## config.mk

```make
export PLATFORM = sky130hd
export DESIGN_NAME = lru_arbiter
export DESIGN_NICKNAME = d
export VERILOG_FILES = /design/src/rtl/lru_arbiter.sv
export SDC_FILE = /design/constraint.sdc
export NUM_CORES = 1
export LEC_CHECK = 0
export ABC_AREA = 0
export CORE_MARGIN = 10
export CORE_UTILIZATION = 25
export DETAILED_ROUTE_END_ITERATION = 6
export PLACE_DENSITY = 0.51
export SLEW_MARGIN = 10
export SYNTH_ARGS = -nofsm -noshare
export SYNTH_HDL_FRONTEND = slang
export SYNTH_SLANG_ARGS = --single-unit
```

## constraint.sdc

```tcl
create_clock -name clk -period 5 [get_ports clk]
set_input_delay 0.75 -clock clk [delete_from_list [all_inputs] [get_ports clk]]
set_output_delay 0.75 -clock clk [all_outputs]
set_load 0.01 [all_outputs]
```

## src/rtl/lru_arbiter.sv

```systemverilog
// lru_arbiter: N-way least-recently-granted arbiter with a registered,
// resettable rank table, grant-lock for multi-cycle transfers, one-hot
// grant and encoded grant index. All outputs come straight from flops.
module lru_arbiter #(
   parameter int N  = 4,
   parameter int IW = $clog2(N)
) (
   input  logic            clk,
   input  logic            rst_n,
   input  logic [N-1:0]    req,
   input  logic            lock,
   output logic [N-1:0]    grant,
   output logic            grant_valid,
   output logic [IW-1:0]   grant_id,
   output logic [N*IW-1:0] rank
);

   // Rank N-1 is the highest priority; rank 0 is the most recently granted.
   logic [IW-1:0] rank_q [N];
   logic [IW-1:0] rank_d [N];

   logic [N-1:0]  grant_q;
   logic          grant_valid_q;
   logic [IW-1:0] grant_id_q;

   logic          hold;
   logic          any_req;
   logic [IW-1:0] win;
   logic [IW-1:0] win_rank;

   // Lock keeps the current holder only while it is still requesting.
   assign hold = lock && grant_valid_q && req[grant_id_q];

   // Pick the requester holding the largest rank; ranks are unique so no tie.
   always_comb begin
      // NOTE: every variable gets a default before the loop so no latch is inferred.
      any_req  = 1'b0;
      win      = '0;
      win_rank = '0;
      for (int i = 0; i < N; i++) begin
         if (req[i] && (!any_req || rank_q[i] > win_rank)) begin
            any_req  = 1'b1;
            win      = IW'(i);
            win_rank = rank_q[i];
         end
      end
   end

   // Next rank table on a grant event: the winner drops to 0 and every entry
   // that sat below it moves up by one, so the table stays a permutation.
   always_comb begin
      for (int j = 0; j < N; j++) begin
         rank_d[j] = rank_q[j];
         if (IW'(j) == win)
            rank_d[j] = '0;
         else if (rank_q[j] < win_rank)
            rank_d[j] = rank_q[j] + IW'(1);
      end
   end

   // Grant and rank state: hold under lock, go idle with no request, else grant.
   always_ff @(posedge clk or negedge rst_n) begin
      if (!rst_n) begin
         // NOTE: the rank table is small and must start as a valid permutation,
         // so unlike a data memory it is explicitly reset.
         for (int i = 0; i < N; i++)
            rank_q[i] <= IW'(i);
         grant_q       <= '0;
         grant_valid_q <= 1'b0;
         grant_id_q    <= '0;
      end else if (hold) begin
         // NOTE: state is updated with non-blocking assignments so every flop
         // samples the pre-edge values; holding simply leaves them untouched.
         grant_q <= grant_q;
      end else if (!any_req) begin
         grant_q       <= '0;
         grant_valid_q <= 1'b0;
         grant_id_q    <= '0;
      end else begin
         grant_q       <= N'(1) << win;
         grant_valid_q <= 1'b1;
         grant_id_q    <= win;
         for (int i = 0; i < N; i++)
            rank_q[i] <= rank_d[i];
      end
   end

   // Flatten the rank table into the debug port.
   always_comb begin
      rank = '0;
      for (int i = 0; i < N; i++)
         rank[i*IW +: IW] = rank_q[i];
   end

   assign grant       = grant_q;
   assign grant_valid = grant_valid_q;
   assign grant_id    = grant_id_q;

endmodule

```

After elaboration in Yosys (flattened, before gate mapping)
Cells that the tools add are included.
{"block": "totals", "inputBits": 7, "elab_cells": 68, "register_bits": 15}
{"block": "op_classes", "addsub": 4, "shift": 1, "eq_ne": 3, "n_mux": 24, "n_lt_le_gt_ge": 8, "bitwise": 1, "n_reduce_logical": 20}
{"operator": "$mux 2", "n": 15}
{"operator": "$reduce_and 3->1", "n": 4}
{"operator": "$add 2x1->2 const B", "n": 4}
{"operator": "$lt 2x2->1", "n": 4}
{"operator": "$reduce_bool 2->1", "n": 4}
{"operator": "$mux 1", "n": 7}
{"operator": "$gt 2x2->1", "n": 3}
{"operator": "$logic_and 1x1->1", "n": 5}
{"operator": "$eq 2x2->1 const A", "n": 2}
{"operator": "$mux 4", "n": 1}
{"operator": "$shl 1x2->4 const A", "n": 1}
{"operator": "$logic_not 1->1", "n": 3}
{"operator": "$logic_or 1x1->1", "n": 3}
{"operator": "$lt 2x3->1 const B", "n": 1}
{"operator": "$bmux 1 s2", "n": 1}
{"operator": "$eq 1x2->1 const A", "n": 1}
{"operator": "$logic_not 2->1", "n": 1}
{"operator": "$not 1->1", "n": 1}

Logic depth before layout (Yosys ltp)
{"block": "depth", "word_depth": 16, "mapped_depth": 21}

Least setup slack after synthesis
OpenSTA, ideal clock, no wires.
{"block": "synth_path", "path_type": "input port to flip-flop", "from": "in req[0]", "to": "reg rank_q (netlist bit rank[4])", "cell_stages": 20, "t_arrival_ps": 4421, "setup_time_ps": 101, "required_time_ps": 4899, "slack_ps": 478, "cell_sequence": "buf_6 > nand2_1 > ha_1 > nor2b_4 > o211a_4 > o21ai_0 > ha_1 > nor2_1 > o21ai_0 > o211ai_1 > o21ai_0 > a32oi_2 > ha_1 > or2_2 > a221o_1 > buf_6 > nor2_2 > a21oi_2 > a2111o_1 > o32ai_1"}
{"block": "synth_via", "elab_chain_len": 16, "word_cells_on_any_way": 32, "classes_between": "order compare (4); eq/ne (1); mux (14); bitwise (1); reduce/logical (12)"}
{"item": "from (decl)", "line": "10", "text": "input logic [N-1:0] req,"}
{"item": "$mux 2 or $mux 1 (tied branches)", "line": "41", "text": "if (req[i] && (!any_req || rank_q[i] > win_rank)) begin"}
{"item": "$gt 2x2->1 or $logic_not 1->1 (tied branches)", "line": "41"}
{"item": "$logic_or 1x1->1", "line": "41"}
{"item": "$logic_and 1x1->1", "line": "41"}
{"item": "$mux 2 or $mux 1 (tied branches)", "line": "41"}
{"item": "$gt 2x2->1 or $logic_not 1->1 (tied branches)", "line": "41"}
{"item": "$logic_or 1x1->1", "line": "41"}
{"item": "$logic_and 1x1->1", "line": "41"}
{"item": "$mux 2 or $mux 1 (tied branches)", "line": "41"}
{"item": "$gt 2x2->1 or $logic_not 1->1 (tied branches)", "line": "41"}
{"item": "$logic_or 1x1->1", "line": "41"}
{"item": "$logic_and 1x1->1", "line": "41"}
{"item": "$mux 2", "line": "41"}
{"item": "$lt 2x2->1 or $eq 2x2->1 (tied branches)", "line": "56, 54"}
{"item": "$reduce_bool 2->1 (no source line)"}
{"item": "$reduce_and 3->1 (no source line)"}
{"item": "to (signal, indexed assignment)", "line": "67", "text": "rank_q[i] <= IW'(i);"}
{"item": "to (signal, indexed assignment)", "line": "84", "text": "rank_q[i] <= rank_d[i];"}
{"item": "to (decl)", "line": "19", "text": "logic [IW-1:0] rank_q [N];"}
Several ways; a longest one is shown, not always the timed one. The select of a mux whose other input is x is not followed.
A chain may end at the register's enable or synchronous reset.

Final worst setup path
{"block": "layout_path", "from": "in req[0]", "to": "reg rank_q (netlist bit rank[2])"}
{"block": "layout_via", "elab_chain_len": 16, "word_cells_on_any_way": 32, "classes_between": "order compare (4); eq/ne (1); mux (14); bitwise (1); reduce/logical (12)"}
{"item": "$mux 2 or $mux 1 (tied branches)", "line": "41"}
{"item": "$gt 2x2->1 or $logic_not 1->1 (tied branches)", "line": "41"}
{"item": "$logic_or 1x1->1", "line": "41"}
{"item": "$logic_and 1x1->1", "line": "41"}
{"item": "$mux 2 or $mux 1 (tied branches)", "line": "41"}
{"item": "$gt 2x2->1 or $logic_not 1->1 (tied branches)", "line": "41"}
{"item": "$logic_or 1x1->1", "line": "41"}
{"item": "$logic_and 1x1->1", "line": "41"}
{"item": "$mux 2 or $mux 1 (tied branches)", "line": "41"}
{"item": "$gt 2x2->1 or $logic_not 1->1 (tied branches)", "line": "41"}
{"item": "$logic_or 1x1->1", "line": "41"}
{"item": "$logic_and 1x1->1", "line": "41"}
{"item": "$mux 2", "line": "41"}
{"item": "$lt 2x2->1 or $eq 1x2->1 (tied branches)", "line": "56, 54"}
{"item": "$reduce_bool 2->1 (no source line)"}
{"item": "$reduce_and 3->1 (no source line)"}
Several ways; a longest one is shown, not always the timed one. The select of a mux whose other input is x is not followed.

==> flow_metrics.py <==
metrics = {
    "yosys": {
        "synthTopCellsByCount": "14 x nand2_1, 11 x dfrtp_1, 10 x inv_1",
        "yosys-top-cells-area": "dfrtp_1 24%, dfstp_2 9.3%, ha_1 5.6%",
        "syn_nets": 135,
        "async_flop_share_pct": 100,
        "synthMuxAreaShare_pct": 1.89,
        "yosys_warnings": 0,
        "avgSynthCellArea_um2": 9.16,
        "synth-compound-area-share_pct": 34.9,
        "synth_cell_types": 45,
        "synth.largest_area_cell": "dfrtp_1",
        "yosys.area_share.simple_pct": 17.8,
        "syn_inst": 123,
        "seq_area_frac_synth_pct": 33.8,
        "synth.most_common_cell": "nand2_1",
        "synthAdderAreaFrac_pct": 5.56,
        "synthFlopType": "dfrtp_1",
        "synth_top_family_by_area": "compound AO/OA/AOI/OAI gates",
        "ys_ff_latch": 15,
        "synth_top_area_share_pct": 24.4,
        "yosys.area_share.xor_xnor_pct": 0,
        "netlist_area_um2": 1130,
        "synth_edf_count": 0,
    },
    "sta": {
        "slew_violations": 0,
        "grt_setup_unrepaired": "false",
        "clock_skew_ns": 0.00169,
        "min_period_ns": 4.72,
        "max_freq_mhz": 212,
        "finalWorstSetupSlack_ns": 0.281,
        "max_slew_margin_pct": 53.8,
        "fin_crit_sh_pct": 94.4,
        "hold_viol": 0,
        "setup_viol": 0,
        "tns_ns": 0,
        "tightest_slew_ns": 0.691,
    },
    "floorplanning": {
        "die_y_um": 87.1,
        "io_pins": 22,
        "initial_core_util_pct": 25.9,
        "rows": 24,
        "dieArea_um2": 7590,
        "core_um2": 4350,
        "die-width_um": 87.1,
    },
    "placed_design": {
        "dpl_worst_slack_ns": 0.0160,
        "gp_congestion": 0.922,
        "hpwl_mm": 2.49,
        "io_buffers": 21,
    },
    "detailed_routing": {
        "dr_total_vias": 1057,
        "via_per_inst": 5.13,
        "ant_nets": 0,
        "finalWirelength_mm": 3.15,
        "firstDrtPassIters": 4,
        "drtIter0Drc": 56,
        "wl_per_cell_um": 15.3,
        "drc": 0,
    },
    "final_layout": {
        "drive_gt1_share_pct": 21.4,
        "nFillCells": 459,
        "synthToLayoutAreaGrowth_pct": 33.8,
        "num_antenna_cells": 0,
        "fin_nets": 167,
    },
    "outcome": {
        "status": "finished clean",
    },
    "min_path": {
        "min_path_cells": 2,
        "hp-start": "grant[1]",
        "hp-class": "flip-flop to flip-flop",
        "min_to": "grant[1]",
    },
    "setup_path": {
        "reg2reg_slack_ns": 0.78,
        "critPathBufInv": 2,
        "crit_chain": "clkdlybuf4s50_1 > nand2_1 > ha_1 > nor2b_4 > o211a_4 > o21ai_0 > ha_1 > nor2_1 > o21ai_0 > o211ai_1 > o21ai_1 > a32oi_2 > ha_1 > or2_2 > a221o_2 > buf_4 > a21oi_2 > a211oi_2 > o221a_1",
        "worstSetupPathType": "input port to flip-flop",
        "timing.rr.start": "rank[1]",
        "cp_common_cell": "ha_1",
        "arrival_ns": 4.89,
        "critPathMaxFanout": 6,
        "reg2reg_to": "rank[2]",
        "critPathSlowestCell": "clkdlybuf4s50_1",
        "end_kind": "flip-flop",
        "critPathTopFamily": "compound AO/OA/AOI/OAI gates",
        "reg2regPathDepth": 18,
        "required_ns": 5.17,
        "max_stage_delay_ns": 0.51,
        "startpoint_type": "input port",
    },
    "cts": {
        "cts_tree": "built",
        "htree_levels": 1,
        "clock_sinks": 15,
        "root_buffer": "clkbuf_8",
        "cts_buffer_depth": 2,
        "cts_buffers": 3,
        "insertion_delay_ns": 0.24,
        "clkTransAtPathRegs_ns": 0.06,
    },
    "pwr": {
        "peakVddDrop_mv": 0.298,
        "p_total_mw": 1.14,
        "pwr_density_cell_nw_per_um2": 754,
        "p_leak_nw": 0.658,
    },
    "global_routing": {
        "grt_overflow_total": 0,
        "grt_max_degree": 16,
        "grt.total_usage_pct": 8.29,
        "antenna_found_initial": 0,
        "grt_pass1_wl_mm": 5.18,
        "grt_pass1_vias": 1082,
    },
    "flow_run": {
        "cap_violations": 0,
    },
}
-- where the power goes --
group	switching, mW	total (mW)	internal (mW)
registers	0.0689	0.261	0.192
clock network	0.0393	0.0956	0.0563
logic	0.386	0.779	0.393
-- metal layers --
layer  up-vias  global-route usage (%)  share of wire [%]
li1        524                       -                  -
met1       505                    10.6                 46
met2        26                    13.1                 48
met3         2                    2.06                5.6
met4         0                    3.19               0.73
met5         -                       0                  0
-- cell type report --
type / instances / area [µm²] / share of cell area [%]
Tap cell: 52 / 65.1 / 4.32
Timing Repair Buffer: 31 / 289 / 19.2
Clock buffer: 4 / 45.0 / 2.99
Sequential cell: 15 / 380 / 25.2
Multi-Input combinational cell: 94 / 689 / 45.8
Inverter: 10 / 37.5 / 2.49
-- kinds of logic (layout without fill, tap and decap cells) --
group / count (synthesis) / after routing
compound gates: 49 / 49
fa+ha+maj: 5 / 5
buf+inv: 14 / 45
flops: 15 / 15
mux: 2 / 2
simple gates: 38 / 38
-- worst min-delay path, delay by kind of cell (launching register included) --
kind	cells	cell delay [ns]
DFF	1	0.34
and+or+nand+nor	2	0.11
-- per-stage QoR --
step | hold WS (ns) | util (%) | cell area (µm²) | instances
4_1_cts | 0.497 | 34.1 | 1480 | 205
3_3_place_gp | 0.464 | 33.0 | 1440 | 201
3_5_place_dp | 0.472 | 33.0 | 1440 | 201
5_1_grt | 0.502 | 34.6 | 1510 | 206
6_report | 0.484 | 34.6 | 1510 | 206
2_1_floorplan | 0.454 | - | 1130 | 123
-- flip-flops by register name (all words and copies together) (netlist names) --
name	count
grant	4
rank	8
grant_id	2
grant_valid	1
-- cell usage in the layout, fill, tap and decap left out, types with 5 or more instances in the layout --
cell type / Yosys / final
clkdlybuf4s50_1: 0 / 21
nand2_1: 14 / 14
dfrtp_1: 11 / 11
inv_1: 10 / 10
buf_4: 0 / 9
a21oi_1: 7 / 7
nor2_1: 6 / 6
o21ai_0: 8 / 6
nand3_1: 5 / 5
a21o_1: 5 / 5
ha_1: 5 / 5
-- repair_timing --
action | in CTS | in global routing
hold buffers | 0 | 0
resized for setup | 0 | 6
setup endpoints to repair | 0 | 2
hold endpoints to repair | 0 | 0
setup buffers | 0 | 1
-- worst max path at each step --
stage | start | end | cells past startpoint | slack (ns)
2_1_floorplan | req[0] | rank[4] | 20 | 0.48
4_1_cts | req[0] | rank[4] | 21 | 0.23
5_1_grt | req[0] | rank[4] | 19 | 0.009
6_report | req[0] | rank[2] | 19 | 0.28
3_5_place_dp | req[0] | rank[4] | 20 | 0.02
3_3_place_gp | req[0] | rank[4] | 20 | 0.14
(Power assumes the default switching activity.)
==> edit 1 (same flow settings) <==
Make the reset (`rst_n`) synchronous in one clocked block.
--- a/src/rtl/lru_arbiter.sv
+++ b/src/rtl/lru_arbiter.sv
@@ -60,5 +60,5 @@
 
    // Grant and rank state: hold under lock, go idle with no request, else grant.
-   always_ff @(posedge clk or negedge rst_n) begin
+   always_ff @(posedge clk) begin
       if (!rst_n) begin
          // NOTE: the rank table is small and must start as a valid permutation,
Check against the original RTL: differs if rst_n is asserted again (counterexample within 4 cycles, from zero or initial values and one cycle with rst_n low); with rst_n held inactive, the same outputs for 10 cycles.
==> edit 1 against the original RTL <==
- non-clock buffer count grew 14
- area after synthesis shrank 2.6%
- worst setup slack gained 130 ps
- total power shrank 9.6%
- hold slack lost 5.1 ps
- count of clock-buffer cells in the layout is the same
- wire length grew 9.8%
- final area grew 9.5%
- sequential cell count is the same
- maximum frequency grew 2.9%
- global-route usage grew 0.95 points
- largest cell class unchanged
==> edit 1: results (changes against the original RTL) <==
Power:
- The total internal power is 597 uW (was 642 uW).
- The worst voltage drop across the vdd grid is 0.139 mV (was 0.298 mV).
- The total leakage power is 0.649 nW (was 0.658 nW).

Synthesis:
- The count of mapped cells out of synthesis is 126 (was 123).
- The number of nets in the synthesized netlist came to 138 (was 135).
- Ranking of synthesized cells by instance count: 14 x nand2_1, 11 x inv_1, 11 x nor2_1 (was 14 x nand2_1, 11 x dfrtp_1, 10 x inv_1).
- The number of synthesized flops with an enable pin is 8 (was 0).
- The share of synthesized flip-flops with an asynchronous set or reset is 0% (was 100%).
- The post-synthesis cell type count came to 40 (was 45).
- Synth area leaders: edfxtp_1 22%, dfxtp_1 13%, ha_1 5.7%, nand2_1 4.8%, o21ai_0 4.1% (was dfrtp_1 24%, dfstp_2 9.3%, ha_1 5.6%, nand2_1 4.7%, o21ai_0 3.6%).

Global routing:
- The largest net degree at the start of global routing is 13 (was 16).
- The via count of the first global-routing pass was 1167 (was 1082).
- The combined global-route utilization of all metal layers is 9.24% (was 8.29%).

Placed design:
- The worst slack at placement is -370 ps (was 16.0 ps).
- The final weighted congestion of routability-driven global placement is 0.823 (was 0.922).
- The detailed placement HPWL was 2540 um (was 2490 um).

Worst hold path:
- The hold path startpoint is grant[3]$_SDFFE_PN0N_ (was grant[1]$_DFFE_PN0N_).
- The endpoint of the worst hold path is grant[3]$_SDFFE_PN0N_ (was grant[1]$_DFFE_PN0N_).

Timing:
- The worst-margin pin slew is 781 ps (was 691 ps).
- The clock skew is 4.00 ps (was 1.69 ps).
- The final hold slack was 479 ps (was 484 ps).

Drt:
- The detailed-route wire length is 3460 um (was 3150 um).
- The number of DRC markers after the initial detailed-route iteration came to 77 (was 56).
- The mean routed wirelength per cell came to 15.7 um (was 15.3 um).
- The total number of vias is 1119 (was 1057).

Setup path:
- The reg-to-reg critical path startpoint is rank_q[0][1]$_SDFFCE_PP0P_ (was rank[1]$_DFFE_PN0P_).
- The setup slack of the worst register-to-register path is 540 ps (was 780 ps).
- The worst endpoint data arrival time is 4560 ps (was 4890 ps).
- The slowest stage cell on the critical path was ha_1 (was clkdlybuf4s50_1).
- The capture point of the worst reg-to-reg path is rank_q[0][0]$_SDFFCE_PP0P_ (was rank[2]$_DFFE_PN1P_).
- The maximum fanout along the worst path came to 3 (was 6).

Finish:
- The fraction of final layout cells sized beyond drive strength 1 is 28.4% (was 21.4%).
- The post-layout net count came to 182 (was 167).

Run status:
- Run status: finished, final reports clean (unchanged).
edit 1: layout make-up:
cell class,instances,area (um^2)
fillers,439,2650
flip-flops and latches,15,380
repair buffers,45,393
clock buffers,4,45.0
inverters,12,45.0
multi-input cells,93,721
well taps,52,65.1
edit 1: repair_timing:
item                                    CTS  global route
pin swaps                                 6             7
buffers inserted                          2             1
gates resized for setup                   7            10
endpoints found under the setup margin    8            14
edit 1: per-layer routing:
metal	track usage, %	wire (um)	up-vias
li1	-	-	556
met1	11.2	1560	522
met2	15.1	1650	33
met3	1.69	146	8
met4	5.01	112	0
met5	0	0	-
edit 1: cell families (layout without fill, tap and decap cells):
group	Yosys count	in the layout	share of synthesized area (%)
AND/OR/NAND/NOR	43	43	18.0
AO/OA/AOI/OAI	39	39	29.0
buffers and inverters	18	61	6.50
flip-flops	15	15	34.7
adder cells (fa/ha/maj)	6	6	6.61
XOR/XNOR	4	4	3.19
multiplexers	1	1	2.05
edit 1: per-stage QoR:
step / power, mW / utilization, % / instance area (um^2)
floorplan: 0.573 / - / 1100
global placement: 0.826 / 35.0 / 1500
detailed placement: 0.836 / 35.0 / 1500
CTS: 0.981 / 36.9 / 1590
global route: 1.11 / 38.4 / 1650
finish: 1.03 / 38.4 / 1650
edit 1: worst max path at each step:
stage	start	endpoint	slack [ps]	depth (start not counted)
final	req[0]	rank_q[0][0]$_SDFFCE_PP0P_	410	24
after global routing	req[0]	rank_q[0][1]$_SDFFCE_PP0P_	150	24
after CTS	req[0]	rank_q[0][1]$_SDFFCE_PP0P_	20	22
after detailed placement	req[0]	rank_q[0][3]$_SDFFCE_PP0P_	-370	21
after global placement	req[0]	rank_q[0][3]$_SDFFCE_PP0P_	-260	21
after floorplan	req[0]	rank_q[0][2]$_SDFFCE_PN1P_	150	21
edit 1: power groups by stage:
stage | Sequential [mW] | Clock (mW) | Combinational, mW
2_1_floorplan | 0.247 | 0 | 0.326
3_5_place_dp | 0.248 | 0 | 0.588
3_3_place_gp | 0.248 | 0 | 0.579
4_1_cts | 0.247 | 0.103 | 0.631
6_report | 0.250 | 0.101 | 0.676
5_1_grt | 0.259 | 0.111 | 0.744
edit 1: worst max-delay path, delay by kind of cell:
kind                     cells  cell delay [ps]
buffers and inverters        6              730
adder cells (fa/ha/maj)      3              850
AO/OA/AOI/OAI                8             1460
AND/OR/NAND/NOR              6              570
multiplexers                 1              190
==> edit 2 (config.mk and constraints unchanged) <==
Made on the original files. Change the parameter `N` from 4 to 8.
--- a/src/rtl/lru_arbiter.sv
+++ b/src/rtl/lru_arbiter.sv
@@ -3,5 +3,5 @@
 // grant and encoded grant index. All outputs come straight from flops.
 module lru_arbiter #(
-   parameter int N  = 4,
+   parameter int N  = 8,
    parameter int IW = $clog2(N)
 ) (
Interface: changed (resized grant, grant_id, rank and req); port bits go from 22 to 47. No check against the original RTL was run, so the function may have changed too.
==> edit 2 against the original RTL <==
- wire length grew to 5.3 times the old value
- critical endpoint is now rank[6]$_DFFE_PN0P_
- register-to-register slack worse by 6000 ps
- die area grew to 2.7 times the old value
- first-iteration DRC count grew to 5.1 times the old value
- critical path type unchanged
- worst setup slack got worse by 5600 ps
- largest cell class unchanged
- area after synthesis increased to 3.4 times the old value
- sequential cell count up 21
- critical path depth increased by 39
- core utilization up 11 points
- via count rose to 4.4 times the old value
- final area increased to 4.6 times the old value
- the flow now finishes with violations (setup timing)
Power is left out: the tool's default activity adds up to more than one toggle a clock period on the data nets, which glitch-free logic cannot reach.
==> edit 2: results (changes against the original RTL) <==
Synthesis:
- The main combinational cell family by area after synthesis is compound AO/OA/AOI/OAI gates (unchanged).
- The fraction of synthesized area in multiplexers is 3.41% (was 1.89%).
- The number of nets in the synthesized netlist is 498 (was 135).
- The post-synthesis sequential area ratio is 24.0% (was 33.8%).
- The post-synthesis cell type count is 80 (was 45).
- The synthesized-area fraction occupied by ao, oa, aoi and oai cells is 34.7% (was 34.9%).
- Ranking of synthesized cells by instance count: 48 x nand2_1, 35 x ha_1, 25 x nor2_1 (was 14 x nand2_1, 11 x dfrtp_1, 10 x inv_1).
- Synth area leaders: dfrtp_1 16%, ha_1 11%, dfstp_2 8.3%, nand2_1 4.7%, a31oi_1 3.1% (was dfrtp_1 24%, dfstp_2 9.3%, ha_1 5.6%, nand2_1 4.7%, o21ai_0 3.6%).
- The primary flip-flop cell chosen by synthesis mapping is dfrtp_1 (unchanged).
- The count of mapped cells out of synthesis came to 452 (was 123).
- The adder and majority cell fraction of the synthesized area is 11.7% (was 5.56%).

Setup path:
- The timing startpoint of the critical path is req[0] (unchanged).
- The slowest stage cell on the critical path was mux2_4 (was clkdlybuf4s50_1).
- The maximum fanout along the worst path is 7 (was 6).
- The delay of the slowest cell on the worst path came to 380 ps (was 510 ps).
- The worst endpoint data arrival time is 10470 ps (was 4890 ps).
- The reg-to-reg critical path startpoint is rank[3]$_DFFE_PN1P_ (was rank[1]$_DFFE_PN0P_).

Global routing:
- The global-route wire length before repair came to 24800 um (was 5180 um).
- The largest net degree at the start of global routing is 37 (was 16).
- The number of antenna violations at the first check in global routing was 0 (unchanged).
- The via count of the first global-routing pass is 4549 (was 1082).
- The combined global-route utilization of all metal layers is 15.2% (was 8.29%).

Worst hold path:
- The hold path startpoint is grant[3]$_DFFE_PN0N_ (was grant[1]$_DFFE_PN0N_).

Drt:
- The first-pass iteration count of the detailed router came to 5 (was 4).
- The mean routed wirelength per cell is 19.4 um (was 15.3 um).
- The via-per-instance ratio came to 5.42 (was 5.13).
- The number of DRC markers after the initial detailed-route iteration came to 288 (was 56).

Placed design:
- The final weighted congestion of routability-driven global placement came to 0.908 (was 0.922).
- The number of instances in the placed design is 791 (was 201).
- The number of buffers added on ports is 46 (was 21).
- The detailed placement HPWL is 11800 um (was 2490 um).

Finish:
- The number of filler cells placed in the layout is 1379 (was 459).
- The fraction of final layout cells sized beyond drive strength 1 is 55.7% (was 21.4%).
- The post-layout net count was 713 (was 167).
- The flip-flop count of the largest register after layout is 24 (was 8).
- The antenna diode count is 0 (unchanged).
- The post-route non-filler standard cell count was 856 (was 206).

Clocking:
- The root buffer cell was clkbuf_16 (was clkbuf_8).
- The number of buffers created by CTS is 5 (was 3).
- The clock latency at the later pin of the worst-skew pair came to 290 ps (was 240 ps).
- The H-tree depth is 2 (was 1).

Timing:
- The worst setup slack after layout was -5290 ps (was 281 ps).
- The hold violation total from the final report came to 0 (unchanged).
- The worst-margin pin slew is 959 ps (was 691 ps).
- The clock skew is 5.00 ps (was 1.69 ps).
- The final setup violation count is 35 (was 0).

Run status:
- The checks that failed: setup timing.
- Run status: finished with violations (was finished, final reports clean).
## edit 2: cell types whose count changed after synthesis, sizes merged, moves of 10 or more
cell | unedited run | this run
nor2 | 8 | 27
clkbuf | 1 | 15
nor3 | 2 | 12
dfrtp | 11 | 24
a31oi | 2 | 19
inv | 10 | 23
a21oi | 8 | 25
o21ai | 8 | 34
nand2 | 14 | 48
ha | 5 | 35
nand3 | 5 | 20
## edit 2: metrics by stage
stage	util [%]	instance area, um^2	setup WS [ps]	TNS, ps
global placement	37.5	5660	-5770	-189840
CTS	43.3	6530	-5300	-173090
global route	46.1	6950	-5750	-189000
floorplan	-	4110	-5500	-174370
finish	46.1	6950	-5290	-173340
detailed placement	37.5	5660	-6060	-198770
## edit 2: repair_timing
| item | 4_1_cts | 5_1_grt |
|---|---|---|
| gates resized for setup | 83 | 58 |
| pin swaps | 68 | 78 |
| buffers inserted | 42 | 23 |
| endpoints found under the setup margin | 35 | 35 |
## edit 2: cell type report
type,instances,share of cell area [%]
clock inverter,3,0.612
tap,188,3.38
clock buffer,5,1.80
sequential,36,13.2
multi-input combinational,370,52.0
timing repair buffer,231,27.8
inverter,23,1.24
## edit 2: final timing paths
path                                           endpoint  slack [ps]  cells after the start
min in group asynchronous       grant_id[2]$_DFFE_PN0N_         610                      1
max in group asynchronous          rank[18]$_DFFE_PN0P_        3800                      1
worst max register to register      rank[6]$_DFFE_PN0P_       -5240                     56
worst min register to register     grant[3]$_DFFE_PN0N_         480                      2
worst min-delay path               grant[3]$_DFFE_PN0N_         480                      2
worst max-delay path                rank[6]$_DFFE_PN0P_       -5290                     58
## edit 2: kinds of logic (layout without fill, tap and decap cells)
family          Yosys count  count (layout)
flops                    36              36
mux                      10              10
simple gates            155             155
fa+ha+maj                36              36
buf+inv                  46             262
compound gates          169             169
## edit 2: routing by layer
layer	part of all wire, %	track usage (%)
met1	45	19.6
met2	49	26.1
met3	4.9	1.91
met4	1.8	3.76
met5	0	0
## edit 2: worst reg2reg max path, delay by kind of cell, from the launching register on
family,cells,cell delay (ps)
muxes,3,860
DFF,1,530
buffers and inverters,8,970
adders and majority gates,8,2260
and+or+nand+nor,15,1570
AOI/OAI and AO/OA,22,3940
